File: config.mk
export PLATFORM = sky130hd
export DESIGN_NAME = io_uart
export DESIGN_NICKNAME = d
export VERILOG_FILES = /design/src/rtl/ez8_io_pkg.sv /design/src/rtl/io_uart_fifo.sv /design/src/rtl/io_uart.sv
export SDC_FILE = /design/constraint.sdc
export NUM_CORES = 1
export LEC_CHECK = 0
export BUFFER_PORTS_ARGS = -buffer_cell sky130_fd_sc_hd__buf_2
export CAP_MARGIN = 20
export CORE_UTILIZATION = 40
export CTS_CLUSTER_DIAMETER = 80
export DETAILED_ROUTE_END_ITERATION = 16
export PLACE_DENSITY_LB_ADDON = 0.08
export SLEW_MARGIN = 15
export SYNTH_ARGS = -nofsm -noshare
export SYNTH_HDL_FRONTEND = slang
export SYNTH_SLANG_ARGS = --single-unit
File: constraint.sdc
create_clock -name clk -period 6.9 [get_ports clk]
set_clock_uncertainty 0.05 [all_clocks]
set_input_delay 0.69 -clock clk [delete_from_list [all_inputs] [get_ports clk]]
set_output_delay 0.69 -clock clk [all_outputs]
set_load 0.03 [all_outputs]
File: src/rtl/ez8_io_pkg.sv
// Shared definitions for the I/O-bus UART.
// Contents: register offsets, STATUS/CTRL bit indices, TX/RX FSM encodings,
//           and a divisor helper that maps 0 to 1.
package ez8_io_pkg;

  localparam int unsigned DATA_W = 8;
  localparam int unsigned DIV_W  = 16;

  // Register offsets within the bank
  localparam logic [2:0] OFF_TXDATA = 3'd0;
  localparam logic [2:0] OFF_RXDATA = 3'd1;
  localparam logic [2:0] OFF_STATUS = 3'd2;
  localparam logic [2:0] OFF_CTRL   = 3'd3;
  localparam logic [2:0] OFF_DIVLO  = 3'd4;
  localparam logic [2:0] OFF_DIVHI  = 3'd5;

  // STATUS bit positions
  localparam int unsigned ST_TX_BUSY   = 0;
  localparam int unsigned ST_RX_AVAIL  = 1;
  localparam int unsigned ST_RX_FULL   = 2;
  localparam int unsigned ST_OVERRUN   = 3;
  localparam int unsigned ST_FRAME_ERR = 4;

  // CTRL bit positions
  localparam int unsigned CTRL_TX_IE = 0;
  localparam int unsigned CTRL_RX_IE = 1;

  typedef enum logic [1:0] {
    TX_IDLE  = 2'd0,
    TX_START = 2'd1,
    TX_DATA  = 2'd2,
    TX_STOP  = 2'd3
  } tx_state_t;

  typedef enum logic [1:0] {
    RX_IDLE  = 2'd0,
    RX_START = 2'd1,
    RX_DATA  = 2'd2,
    RX_STOP  = 2'd3
  } rx_state_t;

  // A programmed divisor of 0 behaves as 1
  function automatic logic [DIV_W-1:0] div_eff(input logic [DIV_W-1:0] d);
    return (d == '0) ? DIV_W'(1) : d;
  endfunction

endpackage

File: src/rtl/io_uart_fifo.sv
// RX byte FIFO for the UART.
// Ports: clk, reset_n (sync, active low), i_push/i_data, i_pop,
//        o_head (0 when empty), o_full, o_empty, o_drop_c (push lost to full).
module io_uart_fifo
  import ez8_io_pkg::*;
#(
  parameter int unsigned DEPTH = 4
) (
  input  logic              clk,
  input  logic              reset_n,
  input  logic              i_push,
  input  logic [DATA_W-1:0] i_data,
  input  logic              i_pop,
  output logic [DATA_W-1:0] o_head,
  output logic              o_full,
  output logic              o_empty,
  output logic              o_drop_c
);

  localparam int unsigned AW = $clog2(DEPTH);
  localparam logic [AW:0] FULL_CNT = (AW+1)'(DEPTH);

  logic [DATA_W-1:0] r_mem [DEPTH];
  logic [AW-1:0]     r_wr_ptr;
  logic [AW-1:0]     r_rd_ptr;
  logic [AW:0]       r_count;

  logic w_do_pop;
  logic w_do_push;

  assign o_full    = (r_count == FULL_CNT);
  assign o_empty   = (r_count == '0);
  assign w_do_pop  = i_pop & ~o_empty;
  // A pop in the same cycle frees the slot, so a push onto a full FIFO still lands
  assign w_do_push = i_push & (~o_full | w_do_pop);
  assign o_drop_c  = i_push & ~w_do_push;
  assign o_head    = o_empty ? '0 : r_mem[r_rd_ptr];

  // Storage (no reset needed; guarded by count)
  always_ff @(posedge clk) begin
    if (w_do_push) r_mem[r_wr_ptr] <= i_data;
  end

  // Pointers wrap naturally since DEPTH is a power of 2
  always_ff @(posedge clk) begin
    if (!reset_n) begin
      r_wr_ptr <= '0;
      r_rd_ptr <= '0;
      r_count  <= '0;
    end else begin
      if (w_do_push) r_wr_ptr <= r_wr_ptr + AW'(1);
      if (w_do_pop)  r_rd_ptr <= r_rd_ptr + AW'(1);
      if (w_do_push && !w_do_pop)      r_count <= r_count + (AW+1)'(1);
      else if (w_do_pop && !w_do_push) r_count <= r_count - (AW+1)'(1);
    end
  end

endmodule

File: src/rtl/io_uart.sv
// 8N1 UART peripheral on the processor I/O bus.
// Ports: clk, reset_n (sync, active low), pause (freezes bus side),
//        io_readaddr/io_readdata (registered read), io_writeaddr/io_writedata/
//        io_write_en (write), uart_rx (async serial in), uart_tx (serial out),
//        irq[0] tx-ready, irq[1] rx-available (level, registered).
module io_uart
  import ez8_io_pkg::*;
#(
  parameter logic [1:0]  BANK        = 2'd0,
  parameter int unsigned RX_DEPTH    = 4,
  parameter logic [15:0] DEFAULT_DIV = 16'd433
) (
  input  logic        clk,
  input  logic        reset_n,
  input  logic        pause,
  input  logic [4:0]  io_readaddr,
  output logic [7:0]  io_readdata,
  input  logic [4:0]  io_writeaddr,
  input  logic [7:0]  io_writedata,
  input  logic        io_write_en,
  input  logic        uart_rx,
  output logic        uart_tx,
  output logic [1:0]  irq
);

  // Bus-side registers
  logic [7:0]       r_readdata;
  logic [1:0]       r_ctrl;
  logic [7:0]       r_div_lo;
  logic [7:0]       r_div_hi;
  logic             r_overrun;
  logic             r_frame_err;
  logic [1:0]       r_irq;

  // TX engine
  tx_state_t        r_tx_state;
  logic             r_uart_tx;
  logic [7:0]       r_txdata;
  logic [7:0]       r_tx_shift;
  logic [DIV_W-1:0] r_tx_div;
  logic [DIV_W-1:0] r_tx_cnt;
  logic [2:0]       r_tx_idx;

  // RX engine
  rx_state_t        r_rx_state;
  logic             r_rx_s1;
  logic             r_rx_s2;
  logic             r_rx_prev;
  logic [7:0]       r_rx_shift;
  logic [DIV_W-1:0] r_rx_div;
  logic [DIV_W-1:0] r_rx_cnt;
  logic [2:0]       r_rx_idx;
  logic             r_rx_push;
  logic [7:0]       r_rx_byte;
  logic             r_frame_set;

  logic             w_wr_hit;
  logic [2:0]       w_wr_off;
  logic             w_tx_busy;
  logic             w_tx_start;
  logic [DIV_W-1:0] w_div_eff;
  logic [DIV_W:0]   w_div_p1;
  logic [DIV_W-1:0] w_rx_half_m1;
  logic             w_rx_fall;
  logic             w_pop;
  logic             w_clr_status;
  logic [7:0]       w_head;
  logic             w_rx_full;
  logic             w_rx_empty;
  logic             w_drop;
  logic [7:0]       w_status;
  logic [7:0]       w_rd_data;

  assign w_wr_hit     = io_write_en & ~pause & (io_writeaddr[4:3] == BANK);
  assign w_wr_off     = io_writeaddr[2:0];
  assign w_tx_busy    = (r_tx_state != TX_IDLE);
  assign w_tx_start   = w_wr_hit & (w_wr_off == OFF_TXDATA) & ~w_tx_busy;
  assign w_pop        = w_wr_hit & (w_wr_off == OFF_RXDATA);
  assign w_clr_status = w_wr_hit & (w_wr_off == OFF_STATUS);
  assign w_div_eff    = div_eff({r_div_hi, r_div_lo});
  // Start-bit centre: (DIV+1)/2 cycles after the detected falling edge
  assign w_div_p1     = (DIV_W+1)'(w_div_eff) + (DIV_W+1)'(1);
  assign w_rx_half_m1 = DIV_W'(w_div_p1 >> 1) - DIV_W'(1);
  assign w_rx_fall    = r_rx_prev & ~r_rx_s2;

  assign w_status = {3'b000, r_frame_err, r_overrun, w_rx_full, ~w_rx_empty, w_tx_busy};

  assign io_readdata = r_readdata;
  assign uart_tx     = r_uart_tx;
  assign irq         = r_irq;

  io_uart_fifo #(.DEPTH(RX_DEPTH)) u_rx_fifo (
    .clk      (clk),
    .reset_n  (reset_n),
    .i_push   (r_rx_push),
    .i_data   (r_rx_byte),
    .i_pop    (w_pop),
    .o_head   (w_head),
    .o_full   (w_rx_full),
    .o_empty  (w_rx_empty),
    .o_drop_c (w_drop)
  );

  // Read mux; misses and unmapped offsets return 0
  always_comb begin
    w_rd_data = 8'h00;
    if (io_readaddr[4:3] == BANK) begin
      case (io_readaddr[2:0])
        OFF_TXDATA: w_rd_data = r_txdata;
        OFF_RXDATA: w_rd_data = w_head;
        OFF_STATUS: w_rd_data = w_status;
        OFF_CTRL:   w_rd_data = {6'b000000, r_ctrl};
        OFF_DIVLO:  w_rd_data = r_div_lo;
        OFF_DIVHI:  w_rd_data = r_div_hi;
        default:    w_rd_data = 8'h00;
      endcase
    end
  end

  // Bus registers, sticky status and interrupts
  always_ff @(posedge clk) begin
    if (!reset_n) begin
      r_readdata  <= 8'h00;
      r_ctrl      <= 2'b00;
      r_div_lo    <= DEFAULT_DIV[7:0];
      r_div_hi    <= DEFAULT_DIV[15:8];
      r_overrun   <= 1'b0;
      r_frame_err <= 1'b0;
      r_irq       <= 2'b00;
    end else begin
      if (!pause) r_readdata <= w_rd_data;
      if (w_wr_hit && w_wr_off == OFF_CTRL)  r_ctrl   <= io_writedata[1:0];
      if (w_wr_hit && w_wr_off == OFF_DIVLO) r_div_lo <= io_writedata;
      if (w_wr_hit && w_wr_off == OFF_DIVHI) r_div_hi <= io_writedata;
      // Write-1-to-clear; a same-cycle set wins
      r_overrun   <= w_drop |
                     (r_overrun & ~(w_clr_status & io_writedata[ST_OVERRUN]));
      r_frame_err <= r_frame_set |
                     (r_frame_err & ~(w_clr_status & io_writedata[ST_FRAME_ERR]));
      r_irq[0]    <= r_ctrl[CTRL_TX_IE] & ~w_tx_busy;
      r_irq[1]    <= r_ctrl[CTRL_RX_IE] & ~w_rx_empty;
    end
  end

  // TX FSM: start, 8 data bits LSB first, stop; divisor frozen per frame
  always_ff @(posedge clk) begin
    if (!reset_n) begin
      r_tx_state <= TX_IDLE;
      r_uart_tx  <= 1'b1;
      r_txdata   <= 8'h00;
      r_tx_shift <= 8'h00;
      r_tx_div   <= '0;
      r_tx_cnt   <= '0;
      r_tx_idx   <= 3'd0;
    end else begin
      case (r_tx_state)
        TX_IDLE: begin
          r_uart_tx <= 1'b1;
          if (w_tx_start) begin
            r_txdata   <= io_writedata;
            r_tx_shift <= io_writedata;
            r_tx_div   <= w_div_eff;
            r_tx_cnt   <= w_div_eff;
            r_uart_tx  <= 1'b0;
            r_tx_state <= TX_START;
          end
        end
        TX_START: begin
          if (r_tx_cnt == '0) begin
            r_tx_cnt   <= r_tx_div;
            r_uart_tx  <= r_tx_shift[0];
            r_tx_idx   <= 3'd0;
            r_tx_state <= TX_DATA;
          end else begin
            r_tx_cnt <= r_tx_cnt - DIV_W'(1);
          end
        end
        TX_DATA: begin
          if (r_tx_cnt == '0) begin
            r_tx_cnt <= r_tx_div;
            if (r_tx_idx == 3'd7) begin
              r_uart_tx  <= 1'b1;
              r_tx_state <= TX_STOP;
            end else begin
              r_uart_tx  <= r_tx_shift[1];
              r_tx_shift <= r_tx_shift >> 1;
              r_tx_idx   <= r_tx_idx + 3'd1;
            end
          end else begin
            r_tx_cnt <= r_tx_cnt - DIV_W'(1);
          end
        end
        TX_STOP: begin
          if (r_tx_cnt == '0) r_tx_state <= TX_IDLE;
          else                r_tx_cnt   <= r_tx_cnt - DIV_W'(1);
        end
        default: r_tx_state <= TX_IDLE;
      endcase
    end
  end

  // RX synchroniser and FSM; samples at bit centres
  always_ff @(posedge clk) begin
    if (!reset_n) begin
      r_rx_s1     <= 1'b1;
      r_rx_s2     <= 1'b1;
      r_rx_prev   <= 1'b1;
      r_rx_state  <= RX_IDLE;
      r_rx_shift  <= 8'h00;
      r_rx_div    <= '0;
      r_rx_cnt    <= '0;
      r_rx_idx    <= 3'd0;
      r_rx_push   <= 1'b0;
      r_rx_byte   <= 8'h00;
      r_frame_set <= 1'b0;
    end else begin
      r_rx_s1     <= uart_rx;
      r_rx_s2     <= r_rx_s1;
      r_rx_prev   <= r_rx_s2;
      r_rx_push   <= 1'b0;
      r_frame_set <= 1'b0;
      case (r_rx_state)
        RX_IDLE: begin
          if (w_rx_fall) begin
            r_rx_div   <= w_div_eff;
            r_rx_cnt   <= w_rx_half_m1;
            r_rx_state <= RX_START;
          end
        end
        RX_START: begin
          if (r_rx_cnt == '0) begin
            // High at the start-bit centre is a glitch: drop silently
            if (r_rx_s2) begin
              r_rx_state <= RX_IDLE;
            end else begin
              r_rx_cnt   <= r_rx_div;
              r_rx_idx   <= 3'd0;
              r_rx_state <= RX_DATA;
            end
          end else begin
            r_rx_cnt <= r_rx_cnt - DIV_W'(1);
          end
        end
        RX_DATA: begin
          if (r_rx_cnt == '0) begin
            r_rx_shift <= {r_rx_s2, r_rx_shift[7:1]};
            r_rx_cnt   <= r_rx_div;
            if (r_rx_idx == 3'd7) r_rx_state <= RX_STOP;
            else                  r_rx_idx   <= r_rx_idx + 3'd1;
          end else begin
            r_rx_cnt <= r_rx_cnt - DIV_W'(1);
          end
        end
        RX_STOP: begin
          if (r_rx_cnt == '0) begin
            if (r_rx_s2) begin
              r_rx_push <= 1'b1;
              r_rx_byte <= r_rx_shift;
            end else begin
              r_frame_set <= 1'b1;
            end
            r_rx_state <= RX_IDLE;
          end else begin
            r_rx_cnt <= r_rx_cnt - DIV_W'(1);
          end
        end
        default: r_rx_state <= RX_IDLE;
      endcase
    end
  end

endmodule

======== Word-level counts from Yosys, hierarchy flattened ========
Memories as Yosys holds them, arrays and structs flattened. A register that Yosys moved wholly into a read port is not among the register bits.
Cells that the tools add are included.
word-level totals
  flip-flop bits (word level) ............. 149
  memory bits (writable) .................. 32
  memories kept ........................... 1
  word-level logic and storage cells ...... 191
cells by class
  bitwise gates (word level) .............. 27
  multiplexer cells ....................... 53
  add/sub/neg operators ................... 10
  equality and inequality tests ........... 35
  reduce and logical (&&, ||, !) cells .... 37
memories
  memory           words  bits a word  read ports  clocked after Yosys merged registers in  write ports  line                text
  u_rx_fifo.r_mem  4      8            1           1                                        1            io_uart_fifo.sv:23  logic [DATA_W-1:0] r_mem [DEPTH];
operator list
  cell                                                                   number
  16-bit two-way mux                                                     9
  16-bit one-hot mux with 4 select lines                                 1
  16-bit logical NOT                                                     3
  16-bit one-hot mux with 3 select lines                                 1
  8-bit one-hot mux with 6 select lines                                  1
  16-bit by 1-bit subtractor with 16-bit output, second input constant   3
  8-bit two-way mux                                                      5
  2-bit != test, second input constant                                   15
  3-bit two-way mux                                                      9
  2-bit two-way mux                                                      13
  3-bit equality test, second input constant                             7
  16-bit by 1-bit adder with 17-bit output, second input constant        1
  1-bit AND                                                              16
  2-bit one-hot mux with 4 select lines                                  2
  8-bit one-hot mux with 2 select lines                                  1
  5-bit AND reduction                                                    3
  3-bit by 2-bit equality test with 1-bit output, second input constant  4
  3-bit one-hot mux with 2 select lines                                  2
  3-bit AND reduction                                                    4
  2-bit nonzero test                                                     5
  3-bit by 1-bit adder with 3-bit output, second input constant          3
  3-bit logical NOT                                                      3
  2-bit equality test, second input constant                             4
  2-bit logical NOT                                                      4
  15 further kinds                                                       43

======== Logic depth before layout (Yosys ltp) ========
Gate-level depths: netlist of run 1.
  depth after elaboration ................. 11
  depth in mapped cells ................... 13
  depth with buffers taken out ............ 11

======== By module ========
From an unflattened synthesis of run 1, not the netlist that was laid out.
second synthesis, totals
  cells, all modules ...................... 1037
  area total of the unflattened synthesis .. 9206.3 µm²
modules (own cells, without submodules)
  module        instances  cells an instance  seq. area each (µm²)  area an instance (µm²)
  io_uart       1          935                2842.7                7503.4
  io_uart_fifo  1          102                1141.1                1702.9

======== Least setup slack after synthesis of run 1 ========
OpenSTA, ideal clock, no wires.
  kind .................................... input to register
  start ................................... in pause
  end ..................................... reg u_rx_fifo.r_count[2]
  setup time .............................. 0.070 ns
  data required time ...................... 6.780 ns
  stages on the path ...................... 13
  slack ................................... 3.396 ns
  arrival ................................. 3.384 ns
  cell sequence ........................... clkbuf_1 > or4b_1 > clkbuf_1 > nor3_2 > a21oi_1 > nor2b_1 > clkbuf_1 > ha_1 > inv_1 > fa_1 > xor2_1 > or3_1 > a21oi_1
between the ends
  longest elaborated chain between the ends .. 10
RTL lines
  item                                 line                text
  from (decl)                          io_uart.sv:15       input logic pause,
  1-bit NOT *                          io_uart.sv:74       assign w_wr_hit = io_write_en & ~pause & (io_writeaddr[4:3] == BANK);
  1-bit AND * (2 in series)            io_uart.sv:74
  1-bit AND *                          io_uart.sv:78       assign w_pop = w_wr_hit & (w_wr_off == OFF_RXDATA);
  1-bit AND *                          io_uart_fifo.sv:33  assign w_do_pop = i_pop & ~o_empty;
  1-bit bitwise OR *                   io_uart_fifo.sv:35  assign w_do_push = i_push & (~o_full | w_do_pop);
  1-bit AND *                          io_uart_fifo.sv:35
  named net u_rx_fifo.w_do_push        io_uart_fifo.sv:29  logic w_do_push;
  1-bit logical NOT                    io_uart_fifo.sv:54  else if (w_do_pop && !w_do_push) r_count <= r_count - (AW+1)'(1);
  1-bit logical AND                    io_uart_fifo.sv:54
  2-bit nonzero test (no source line)  n/a
  to (signal assigned)                 io_uart_fifo.sv:53  if (w_do_push && !w_do_pop) r_count <= r_count + (AW+1)'(1);
  to (signal assigned)                 io_uart_fifo.sv:54
  to (decl)                            io_uart_fifo.sv:26  logic [AW:0] r_count;
Mark *: on every way through the listed nets, which the timed path passes. The rest lies on a longest branch.
A chain may end at the register's enable or synchronous reset.

======== Worst setup path in the final report of run 1 ========
  start ................................... reg r_div_hi[0]
  end ..................................... reg r_rx_cnt[14]
between the ends
  longest elaborated chain between the ends .. 6
RTL lines
  item                                             line              text
  from (decl)                                      io_uart.sv:30     logic [7:0] r_div_hi;
  from (signal assigned)                           io_uart.sv:126    r_div_hi <= DEFAULT_DIV[15:8];
  from (signal assigned)                           io_uart.sv:134    if (w_wr_hit && w_wr_off == OFF_DIVHI) r_div_hi <= io_writedata;
  16-bit logical NOT                               ez8_io_pkg.sv:44  return (d == '0) ? DIV_W'(1) : d;
  16-bit two-way mux *                             ez8_io_pkg.sv:44
  16-bit by 1-bit adder with 17-bit output *       io_uart.sv:82     assign w_div_p1 = (DIV_W+1)'(w_div_eff) + (DIV_W+1)'(1);
  16-bit by 1-bit subtractor with 16-bit output *  io_uart.sv:83     assign w_rx_half_m1 = DIV_W'(w_div_p1 >> 1) - DIV_W'(1);
  16-bit two-way mux *                             io_uart.sv:224    if (w_rx_fall) begin
  16-bit one-hot mux with 4 select lines *         io_uart.sv:222    case (r_rx_state)
  to (signal assigned)                             io_uart.sv:226    r_rx_cnt <= w_rx_half_m1;
  to (signal assigned)                             io_uart.sv:236    r_rx_cnt <= r_rx_div;
  to (signal assigned)                             io_uart.sv:241    r_rx_cnt <= r_rx_cnt - DIV_W'(1);
  to (decl)                                        io_uart.sv:51     logic [DIV_W-1:0] r_rx_cnt;
Mark *: on every way between the ends. The rest lies on a longest branch, timed or not. The select of a mux whose other input is x is not followed.

==> flow_summary.json, run 1 <==
{
  "die_x_um": 155,
  "outcome": "finished, final reports clean",
  "die-height_um": 155,
  "final_area_sq_um": 10300,
  "die_area_sq_um": 24000,
  "yosysMostFrequentCell": "nand2_1",
  "drv_cap": 0,
  "placed_cell_area_sq_um": 9630,
  "async_flop_share_pct": 0,
  "crit_path_max_fanout": 11,
  "post_cts_resized": 0,
  "netlist_area_sq_um": 9370,
  "yosys_warnings": 0,
  "drt_iter0_markers": 597,
  "power_uw": 3690,
  "period_share_pct": 51.2,
  "grt_max_degree": 55,
  "antenna_found_initial": 1,
  "htreeDepth": 4,
  "fillerInstances": 2264,
  "first_global_vias": 7375,
  "postSynthCellCount": 1087,
  "core.rowCount": 55,
  "grt_first_pass_wirelength_mm": 42.2,
  "timing.slew.headroom_pct": 29.1,
  "syn_to_final_growth_pct": 9.72,
  "clk_pin_slew_ns": 0.08,
  "crit_buf_inv": 0,
  "synth_commonest_cells": "nand2_1 (167), dfxtp_1 (151), a21oi_1 (92)",
  "synth_edf_count": 32,
  "place.port_buffers": 33,
  "tritoncts": "built",
  "clock_latency_ns": 0.45,
  "drc": 0,
  "r2r-start": "r_div_hi[0]",
  "drt_pre_antenna_iters": 5,
  "gp_congestion": 0.807,
  "initial_core_util_pct": 41.1,
  "io_pins": 34,
  "fp.coreArea_sq_um": 22800,
  "ys.flop_type": "dfxtp_1",
  "critical_path.max_stage_delay_ns": 0.71,
  "cpMaxStageDelayCell": "nor4_1",
  "crit_chain": "nor4_1 > nand4b_1 > nor3_1 > a21oi_1 > ha_1 > nand3b_1 > or4_1 > nor2_1 > a31oi_1 > xor2_1 > a311oi_2",
  "layout.nets": 1111,
  "clock_path_buffers": 2,
  "setup_viol": 0,
  "crit_arrival_ns": 3.84,
  "synth_nets": 1133,
  "yosys.area.top_type": "dfxtp_1",
  "tns_ns": 0,
  "clkSinkCount": 183,
  "synth_top_area_share_pct": 32.3,
  "use_met1_pct": 32.0,
  "clock-root-buffer": "clkbuf_16",
  "cts.hold.buffers_added": 0,
  "vias": 7742,
  "crit_path_start_kind": "flop",
  "critPathKind": "reg -> reg",
  "gr-max-usage-layer": "met2",
  "drive_gt1_share_pct": 10.4,
  "grt-ovfl-total": 0,
  "slew_viol_final": 0,
  "ir_drop_uv": 303,
  "post_cts_buffers": 0,
  "tightestPinTransition_ns": 1.06,
  "ant_nets": 0,
  "hold_viol_final": 0,
  "power_density_nw_per_um2": 359,
  "wl_per_cell_um": 18.7,
  "rsz0062_at_grt": "no",
  "avgSynthCellArea_sq_um": 8.62,
  "critical_path_required_ns": 7.21,
  "grt_util_met2_pct": 35.7,
  "hold_path_startpoint": "r_rx_s1",
  "fin_crit_ns": 3.54,
  "wirelength_mm": 26.0,
  "synth_area_leaders": "dfxtp_1 (32%), edfxtp_1 (10%), nand2_1 (6.7%)",
  "crit_family": "simple AND/OR/NAND/NOR gates",
  "critical_path.startpoint": "r_div_hi[0]",
  "grt_usage_pct": 22.8,
  "vias_per_cell": 5.56,
  "synth.distinct_cells": 78,
  "synth_seq_cells": 183,
  "leakage_uw": 0.00371,
  "hp-class": "reg -> reg",
  "end_kind": "flop",
  "dpl.hpwl_mm": 17.7,
  "cts_buffers": 17,
  "ys_seq_area_share_pct": 42.5,
  "grt_util_met3_pct": 3.70,
  "fmax_ghz": 0.283
}
==> sequential cells by signal, summed over array words and instances (netlist names), 3 cells and up, named ones only <==
name and count:
io_readdata 8, r_rx_cnt 16, r_rx_idx 3, r_tx_cnt 16, r_txdata 8, u_rx_fifo.r_count 3
r_tx_idx 3, r_tx_shift 8, r_rx_shift 8, r_rx_div 16, r_div_hi 8, r_rx_byte 8
r_div_lo 8, r_tx_div 16, u_rx_fifo.r_mem 32
==> report_power, final <==
| part | total (uW) | switching, uW | internal [uW] | leakage [uW] |
|---|---|---|---|---|
| Clock | 1060 | 525 | 536 | 0.000311 |
| Combinational | 1390 | 923 | 468 | 0.00188 |
| Sequential | 1240 | 83.5 | 1160 | 0.00152 |
==> cell type report <==
cell class	count	area, sq um	share of cell area, %
sequential	183	3980	38.8
timing repair buffer	43	240	2.34
clock inverter	15	220	2.14
clock buffer	17	425	4.14
multi-input combinational	792	4910	47.8
antenna	1	2.50	0.0243
inverter	28	106	1.03
tap	313	392	3.81
==> layer usage <==
metal | share of wire, % | vias up
li1 | - | 3837
met1 | 49 | 3709
met2 | 45 | 158
met3 | 3.5 | 38
met4 | 2.1 | 0
met5 | 0 | -
==> cell usage in the layout, fill, tap and decap left out, drive strengths merged, types with 22 or more instances in the layout <==
master / synthesis / routed
a21oi: 94 / 94
o21ai: 41 / 41
xor2: 23 / 23
dfxtp: 151 / 151
buf: 18 / 43
inv: 28 / 34
edfxtp: 32 / 32
nand2: 168 / 168
ha: 22 / 22
mux2i: 34 / 34
nand3: 55 / 55
nor2: 91 / 91
==> worst paths after layout <==
path / end / slack [ns] / cells past startpoint
setup / recovery: r_rx_cnt[14] / 3.36 / 11
hold / removal: r_rx_s2 / 0.36 / 1
setup reg to reg: r_rx_cnt[14] / 3.36 / 11
hold reg to reg: r_rx_s2 / 0.36 / 1
==> stage by stage <==
| stage | util, % | instances | hold WS [ns] | setup WS (ns) |
|---|---|---|---|---|
| global placement | 42.3 | 1359 | 0.337 | 3.09 |
| finish | 45.1 | 1392 | 0.364 | 3.36 |
| detailed placement | 42.3 | 1359 | 0.345 | 2.98 |
| floorplan | - | 1087 | 0.336 | 3.40 |
| CTS | 45.1 | 1391 | 0.366 | 3.44 |
| global route | 45.1 | 1392 | 0.379 | 3.06 |
==> cell families (layout without fill, tap and decap cells) <==
kind of cell    after synthesis  in the layout  share of synthesized area, %
other cells                   0              1                             0
fa+ha+maj                    23             23                          3.15
simple gates                433            433                          21.7
compound gates              247            247                          17.2
xor+xnor                     40             40                          3.74
mux                          49             49                          6.52
buf+inv                     112            103                          5.13
flops                       183            183                          42.5
Power figures use the tool's default switching activity.
==> run 2, diff against run 1 <==
==> constraint.sdc (replaced) <==
create_clock -name clk -period 3.6 [get_ports clk]
set_clock_uncertainty 0.05 [all_clocks]
set_input_delay 0.36 -clock clk [delete_from_list [all_inputs] [get_ports clk]]
set_output_delay 0.36 -clock clk [all_outputs]
set_load 0.03 [all_outputs]
==> flow_summary.json, run 2 (synthesis results as in run 1) <==
{
  "dp.cells": 1386,
  "post_cts_buffers": 0,
  "period_share_pct": 89.5,
  "slew_viol_final": 0,
  "clk_pin_slew_ns": 0.08,
  "grt_max_degree": 51,
  "ir_drop_uv": 621,
  "holdWs_ns": 0.0574,
  "htreeDepth": 4,
  "die-height_um": 155,
  "crit_arrival_ns": 3.53,
  "dpl.hpwl_mm": 18.7,
  "gp_congestion": 0.802,
  "power_density_nw_per_um2": 697,
  "setup_viol": 0,
  "drv_cap": 0,
  "ant_nets": 0,
  "first_global_vias": 7600,
  "tritoncts": "built",
  "tns_ns": 0,
  "drive_gt1_share_pct": 12.6,
  "post_cts_resized": 0,
  "crit_path_start_kind": "flop",
  "drt_iter0_markers": 554,
  "die_x_um": 155,
  "hold_viol_final": 0,
  "largest_reg_flops": 32,
  "fp.coreArea_sq_um": 22800,
  "io_pins": 34,
  "fin_crit_ns": 3.22,
  "grt_first_pass_wirelength_mm": 43.6,
  "crit_chain": "or4_1 > nand4b_1 > nor3_1 > a21oi_1 > ha_1 > nand3b_1 > or4_1 > nor2_1 > a31oi_1 > xor2_1 > a311oi_2",
  "grt-ovfl-total": 0,
  "syn_to_final_growth_pct": 12.1,
  "critical_path_required_ns": 3.90,
  "place.port_buffers": 33,
  "vias": 7926,
  "initial_core_util_pct": 41.1,
  "leakage_uw": 0.00386,
  "crit_path_max_fanout": 5,
  "multiInputGateArea_sq_um": 4910,
  "power_uw": 7320,
  "clkSinkCount": 183,
  "tightestPinTransition_ns": 1.01,
  "grt_usage_pct": 23.4,
  "cpMaxStageDelayCell": "or4_1",
  "critical_path.max_stage_delay_ns": 0.61,
  "cts.hold.buffers_added": 0,
  "clock-root-buffer": "clkbuf_16",
  "vias_per_cell": 5.59,
  "crit_path_frequent_cell": "or4_1",
  "drc": 0,
  "core.rowCount": 55,
  "regArea_sq_um": 3980,
  "hp-class": "in -> reg",
  "fmax_ghz": 0.310,
  "final_common_cell": "nand2_1",
  "die_area_sq_um": 24000,
  "clock_path_buffers": 2,
  "final_cell_mix": "nand2_1 (167), dfxtp_1 (151), a21oi_1 (92)",
  "outcome": "finished, final reports clean",
  "layout.nets": 1138,
  "diodes": 0,
  "wl_per_cell_um": 19.1,
  "utilization_pct": 46.1,
  "rsz0062_at_grt": "no",
  "critPathKind": "reg -> reg",
  "end_kind": "flop",
  "cts_buffers": 17,
  "wirelength_mm": 27.1,
  "fillerInstances": 2251,
  "drt_pre_antenna_iters": 5,
  "largest_register": "u_rx_fifo.r_mem",
  "timing.slew.headroom_pct": 32.7,
  "clock_latency_ns": 0.44,
  "antenna_found_initial": 0,
  "instances_no_fill": 1418
}
[run 2: per-stage QoR]
stage,cell area (sq um),setup WS [ns]
6_report,10500,0.377
4_1_cts,10500,0.389
3_5_place_dp,9850,0.401
3_3_place_gp,9850,0.476
5_1_grt,10500,0.143
2_1_floorplan,9370,0.426
[run 2: cell type report]
cell class                 count  share of cell area, %
clock buffer                  17                   4.05
inverter                      28                   1.01
clock inverter                15                   2.20
tap                          313                   3.73
sequential                   183                   37.9
timing repair buffer          70                   4.34
multi-input combinational    792                   46.7
[run 2: path summary, 6_finish.rpt]
path / from / to / slack [ns] / depth (start not counted)
worst max register to register: r_div_lo[0] / r_rx_cnt[14] / 0.38 / 11
worst min register to register: r_rx_s1 / r_rx_s2 / 0.38 / 1
worst max-delay path: r_div_lo[0] / r_rx_cnt[14] / 0.38 / 11
worst min-delay path: uart_rx / r_rx_s1 / 0.06 / 2
[run 2: routing by layer]
metal	vias up	share of wire (%)	track usage [%]
li1	3896	-	-
met3	25	3.8	3.18
met1	3811	48	32.8
met2	194	46	37.7
met5	-	0	0
met4	0	1.4	6.65
[run 2: report_power, final]
group / leakage, uW / switching, uW / internal [uW]
sequential: 0.00152 / 157 / 2210
clock: 0.000316 / 1070 / 999
combinational: 0.00203 / 1840 / 1040
[run 2: worst max-delay path: cells and delay by family (launching register included)]
| family | cells | cell delay [ns] |
|---|---|---|
| AO/OA/AOI/OAI | 3 | 0.46 |
| XOR/XNOR | 1 | 0.16 |
| adder cells (fa/ha/maj) | 1 | 0.22 |
| flip-flops | 1 | 0.32 |
| AND/OR/NAND/NOR | 6 | 1.95 |
